[src/rtl/sram_pingpong_ctrl.sv]
// sram_pingpong_ctrl: sequences SRAM1/SRAM2 as a ping-pong frame store with a write channel (CH2) and a read channel (CH1)
// Ports: frame_start requests a bank swap; wr_valid/wr_ready/wr_data accept pixels; rd_req/rd_ready issue reads
//   and rd_data/rd_valid return them; wr_ovf flags writes beyond FRAME_WORDS; sram_flag selects the banks
//   (1 = SRAM1 write / SRAM2 read); addr/datain/ce/we/oe_CH2 drive the write bank; addr/dataout/ce/oe/we_CH1 the read bank.
module sram_pingpong_ctrl #(
  parameter logic [19:0] FRAME_WORDS = 20'd307200
) (
  input  logic        clk,
  input  logic        rst_n,
  input  logic        frame_start,
  input  logic        wr_valid,
  input  logic [15:0] wr_data,
  output logic        wr_ready,
  input  logic        rd_req,
  output logic        rd_ready,
  output logic [15:0] rd_data,
  output logic        rd_valid,
  output logic        wr_ovf,
  output logic        sram_flag,
  output logic [19:0] addr_CH2,
  output logic [15:0] datain_CH2,
  output logic        ce_CH2,
  output logic        we_CH2,
  output logic        oe_CH2,
  output logic [19:0] addr_CH1,
  input  logic [15:0] dataout_CH1,
  output logic        ce_CH1,
  output logic        oe_CH1,
  output logic        we_CH1
);
  typedef enum logic [1:0] {W_IDLE, W_WE1, W_WE2, W_HOLD} w_state_t;
  typedef enum logic [1:0] {R_IDLE, R_OE1, R_OE2} r_state_t;
  w_state_t w_state;
  r_state_t r_state;
  logic [19:0] wr_addr;
  logic [19:0] rd_addr;
  logic swap_pend;
  logic wr_hs;
  logic rd_hs;
  logic swap_go;
  assign wr_ready = w_state == W_IDLE && !swap_pend;
  assign rd_ready = r_state == R_IDLE && !swap_pend;
  assign wr_hs = wr_valid && wr_ready;
  assign rd_hs = rd_req && rd_ready;
  // both channels are idle after this edge, so the bank mux flips while every strobe is off
  assign swap_go = swap_pend && (w_state == W_IDLE || w_state == W_HOLD) && (r_state == R_IDLE || r_state == R_OE2);
  assign oe_CH2 = 1'b1;
  assign we_CH1 = 1'b1;
  always_ff @(posedge clk or negedge rst_n)
    if (!rst_n) begin
      w_state <= W_IDLE;
      wr_addr <= '0;
      wr_ovf <= 1'b0;
      addr_CH2 <= '0;
      datain_CH2 <= '0;
      ce_CH2 <= 1'b1;
      we_CH2 <= 1'b1;
    end else begin
      case (w_state)
        W_IDLE:
          if (wr_hs) begin
            if (wr_addr >= FRAME_WORDS) wr_ovf <= 1'b1;
            else begin
              w_state <= W_WE1;
              addr_CH2 <= wr_addr;
              datain_CH2 <= wr_data;
              ce_CH2 <= 1'b0;
              we_CH2 <= 1'b0;
              wr_addr <= wr_addr + 20'd1;
            end
          end
        W_WE1: w_state <= W_WE2;
        W_WE2: begin
          w_state <= W_HOLD;
          we_CH2 <= 1'b1;
        end
        default: begin
          w_state <= W_IDLE;
          ce_CH2 <= 1'b1;
        end
      endcase
      if (swap_go) begin
        wr_addr <= '0;
        wr_ovf <= 1'b0;
      end
    end
  always_ff @(posedge clk or negedge rst_n)
    if (!rst_n) begin
      r_state <= R_IDLE;
      rd_addr <= '0;
      addr_CH1 <= '0;
      ce_CH1 <= 1'b1;
      oe_CH1 <= 1'b1;
      rd_data <= '0;
      rd_valid <= 1'b0;
    end else begin
      rd_valid <= 1'b0;
      case (r_state)
        R_IDLE:
          if (rd_hs) begin
            r_state <= R_OE1;
            addr_CH1 <= rd_addr;
            ce_CH1 <= 1'b0;
            oe_CH1 <= 1'b0;
            rd_addr <= rd_addr == FRAME_WORDS - 20'd1 ? '0 : rd_addr + 20'd1;
          end
        R_OE1: r_state <= R_OE2;
        default: begin
          r_state <= R_IDLE;
          ce_CH1 <= 1'b1;
          oe_CH1 <= 1'b1;
          rd_data <= dataout_CH1;
          rd_valid <= 1'b1;
        end
      endcase
      if (swap_go) rd_addr <= '0;
    end
  always_ff @(posedge clk or negedge rst_n)
    if (!rst_n) begin
      sram_flag <= 1'b0;
      swap_pend <= 1'b0;
    end else if (swap_go) begin
      sram_flag <= !sram_flag;
      swap_pend <= 1'b0;
    end else if (frame_start) swap_pend <= 1'b1;
endmodule

[config.mk]
export PLATFORM = sky130hd
export DESIGN_NAME = sram_pingpong_ctrl
export DESIGN_NICKNAME = d
export VERILOG_FILES = /design/src/rtl/sram_pingpong_ctrl.sv
export SDC_FILE = /design/constraint.sdc
export NUM_CORES = 1
export LEC_CHECK = 0
export ABC_AREA = 1
export BUFFER_PORTS_ARGS = -buffer_cell sky130_fd_sc_hd__buf_2
export CAP_MARGIN = 30
export CORE_MARGIN = 2
export CORE_UTILIZATION = 49
export DETAILED_ROUTE_END_ITERATION = 12
export PLACE_DENSITY = 0.76
export RECOVER_POWER = 25
export SYNTH_ARGS = -nofsm -noshare
export SYNTH_HDL_FRONTEND = slang
export SYNTH_SLANG_ARGS = --single-unit
[constraint.sdc]
create_clock -name clk -period 1.4 [get_ports clk]
set_input_delay 0.07 -clock clk [delete_from_list [all_inputs] [get_ports clk]]
set_output_delay 0.07 -clock clk [all_outputs]
set_load 0.02 [all_outputs]
==> run summary <==
Avg Vias per Cell - 5.23
Antenna diodes - 0
Sw Share - 38.3%
Comb pwr share - 42.4%
Max Cap Violations - 0
Wire per inst - 16.3 µm
Syn Std Cell Area - 5540 µm²
Worst vdd rail ir drop - 1.21 mV
Hold worst-path end - wr_ovf
Int Pwr - 9960 µW
Critical Path Source - w_state[0]
Failing checks - negative setup slack
Unique masters post-synth - 34
Total GRT Usage - 25.7%
Reg2reg end - wr_addr[13]
CTS tree - done
Pre-antenna DRT Iters - 5
Tmin final - 1.64 ns
Startpoint Class - flop
Count of standard-cell rows - 38
Clock Skew - 0.00534 ns
Cell mode on critical path - inv_2
Pwr Total - 16100 µW
CTS Buf Count - 17
P_sw - 6180 µW
Leakage - 0.00413 µW
Largest net degree at the start of global routing - 93
Die X - 110 µm
Input/output buffers - 117
CTS clk-pin slew, worst paths - 0.06 ns
Least-Margin Pin Slew - 0.847 ns
Yosys warning count - 0
Die Y - 110 µm
Root Buffer - clkbuf_16
CP bufs+invs - 4
Initial Util - 50.6%
Placed cells - 958
Die Area - 12200 µm²
Syn Area/Cell - 8.56 µm²
H-Tree Depth - 4
Area after DPL - 6850 µm²
Setup-failing EPs final - 83
CP max FO - 17
Slowest stage cell, crit path - dfrtp_1
Family with the most delay on the worst path - simple AND/OR/NAND/NOR gates
Total core area - 10900 µm²
Reg2reg start - w_state[0]
PwrDens - 1940 nW/µm²
RSZ-0062 raised after global routing - true
Antenna violations before repair - 0
IO Pins - 120
GRT overflow - 0
Fin nets - 935
Sequential power share - 31.3%
Detail Route Antenna Nets - 0
Final Cell Area - 8320 µm²
#FFs+latches synth - 123
Remaining DRCs - 0
Proportion of layout cells with a drive suffix above 1 - 39.0%
Via Count - 5471
Routed WL - 17000 µm
Vias in the first global route - 5128
Hold Startpoint - wr_valid
Clock Path Buffers - 2
Worst skew pair latency - 0.42 ns
Critical path class - reg -> reg
Global-route wire length before repair - 23800 µm
Slew Viols, Final - 0
Final worst slack - -0.241 ns
Final hold vios - 0
Hold path cells - 5
Commonest non-fill, non-tap cell in the layout - nand2_1
Register area share after synthesis - 55.7%
Clock share of power - 26.3%
Critical path data arrival time - 1.93 ns
FILL cells - 712
Reg2Reg Depth - 11
Fmax - 609 MHz
Critical Path RT - 1.69 ns
Run status - finished with violations
Worst hold slack - 0.127 ns
Final Core Density - 76.1%
DPL Wire Length - 9840 µm
Endpoint class of the critical path - flop
Tightest Hold Check Type - in -> reg
GP Congestion - 0.911
CTS sink count - 123
CP peak stage delay - 0.39 ns
Final std cells w/o fill - 1046
Relative slew slack - 43.5%
Most frequent cells in the layout - 207 x nand2_1, 118 x dfrtp_1, 114 x buf_2, 75 x buf_4, 48 x inv_1
R2R setup slack - -0.24 ns
Synth-to-layout area growth - 50.4%
Initial DRC count - 424
Critical-path cell list - inv_2 -> ha_4 -> inv_2 -> nor2_4 -> nand2_1 -> inv_2 -> nand3_4 -> nand2_4 -> inv_4 -> nand2_1 -> o21ai_1
Final period util - 117%
Post-Syn Instances - 647
## flip-flops by register name (all words and copies together) (netlist names), 2 cells and up
name        cells
w_state         2
wr_addr        20
datain_CH2     16
rd_addr        20
rd_data        16
r_state         2
addr_CH2       20
addr_CH1       20
## per-layer routing
| metal | vias to the layer above | global-route usage [%] | routed length [µm] |
|---|---|---|---|
| met5 | - | 0 | 0 |
| met1 | 2609 | 30.8 | 6660 |
| met2 | 255 | 45.3 | 8630 |
| li1 | 2540 | - | - |
| met4 | 0 | 9.20 | 687 |
| met3 | 67 | 6.00 | 1050 |
## logic make-up after synthesis
kind of cell	synth area share, %
buf+inv	6.35
compound gates	7.64
mux	3.25
xor+xnor	1.58
simple gates	24.3
other cells	0.0677
flops	55.7
fa+ha+maj	1.13
## power groups by stage
stage | combinational (µW) | sequential [µW] | clock, µW
2_1_floorplan | 2540 | 5770 | 0
3_3_place_gp | 5340 | 4960 | 0
6_report | 6850 | 5050 | 4240
5_1_grt | 7330 | 5130 | 4480
4_1_cts | 6220 | 4980 | 4250
3_5_place_dp | 5480 | 5020 | 0
## worst max-delay path by stage
| stage | endpoint | slack, ns | cells after the start |
|---|---|---|---|
| 4_1_cts | wr_addr[10] | -0.15 | 11 |
| 6_report | wr_addr[13] | -0.24 | 11 |
| 2_1_floorplan | wr_addr[13] | -0.16 | 12 |
| 5_1_grt | wr_addr[13] | -0.32 | 11 |
| 3_3_place_gp | wr_addr[7] | -0.09 | 10 |
| 3_5_place_dp | wr_addr[7] | -0.18 | 10 |
## timing repair
action / in CTS / in global routing
buffers inserted: 9 / 12
pin swaps: 16 / 24
gates cloned: 3 / 0
hold endpoints to repair: 153 / 0
endpoints found under the setup margin: 87 / 92
resized for setup: 69 / 64
hold buffers: 34 / 0
## final cells by class
type | count | area (µm²) | share of cell area (%)
clock buffer | 20 | 447 | 5.37
clock inverter | 12 | 124 | 1.49
inverter | 63 | 253 | 3.04
multi-input combinational | 442 | 2480 | 29.8
sequential | 123 | 3080 | 37.1
tap | 140 | 175 | 2.10
timing repair buffer | 246 | 1760 | 21.2
## Yosys cell counts
| cell type | count | area [µm²] |
|---|---|---|
| a21oi_1 | 17 | 85.1 |
| a21oi_2 | 2 | 17.5 |
| and2_1 | 1 | 6.26 |
| buf_2 | 12 | 60.1 |
| buf_4 | 3 | 22.5 |
| buf_6 | 1 | 11.3 |
| clkbuf_1 | 5 | 18.8 |
| clkinv_1 | 1 | 3.75 |
| conb_1 | 1 | 3.75 |
| dfrtp_1 | 120 | 3000 |
| dfstp_2 | 3 | 78.8 |
| ha_1 | 5 | 62.6 |
| inv_1 | 59 | 221 |
| inv_2 | 2 | 7.51 |
| inv_4 | 1 | 6.26 |
| mux2_2 | 16 | 180 |
| nand2_1 | 223 | 837 |
| nand2_2 | 2 | 12.5 |
| nand2_4 | 1 | 11.3 |
| nand3_1 | 26 | 130 |
| nand3_2 | 2 | 20.0 |
| nand3_4 | 1 | 17.5 |
| nand3b_1 | 1 | 7.51 |
| nand4_1 | 6 | 37.5 |
| nor2_1 | 52 | 195 |
| nor2_2 | 3 | 18.8 |
| nor2_4 | 1 | 11.3 |
| nor3_1 | 6 | 30.0 |
| nor3_2 | 1 | 10.0 |
| o21a_1 | 2 | 15.0 |
| o21ai_0 | 53 | 265 |
| o21ai_1 | 8 | 40.0 |
| xnor2_1 | 1 | 8.76 |
| xor2_1 | 9 | 78.8 |
## stage by stage
stage	setup slack (ns)	setup TNS, ns
global route	-0.319	-17.91
finish	-0.241	-11.90
CTS	-0.151	-7.24
detailed placement	-0.184	-6.73
global placement	-0.0853	-2.56
floorplan	-0.161	-3.85
## tightest hold or removal path: cells and delay by family
kind | cells | cell delay [ns]
AOI/OAI and AO/OA | 1 | 0.07
and+or+nand+nor | 2 | 0.16
buffers and inverters | 2 | 0.20
Power figures use the tool's default switching activity.
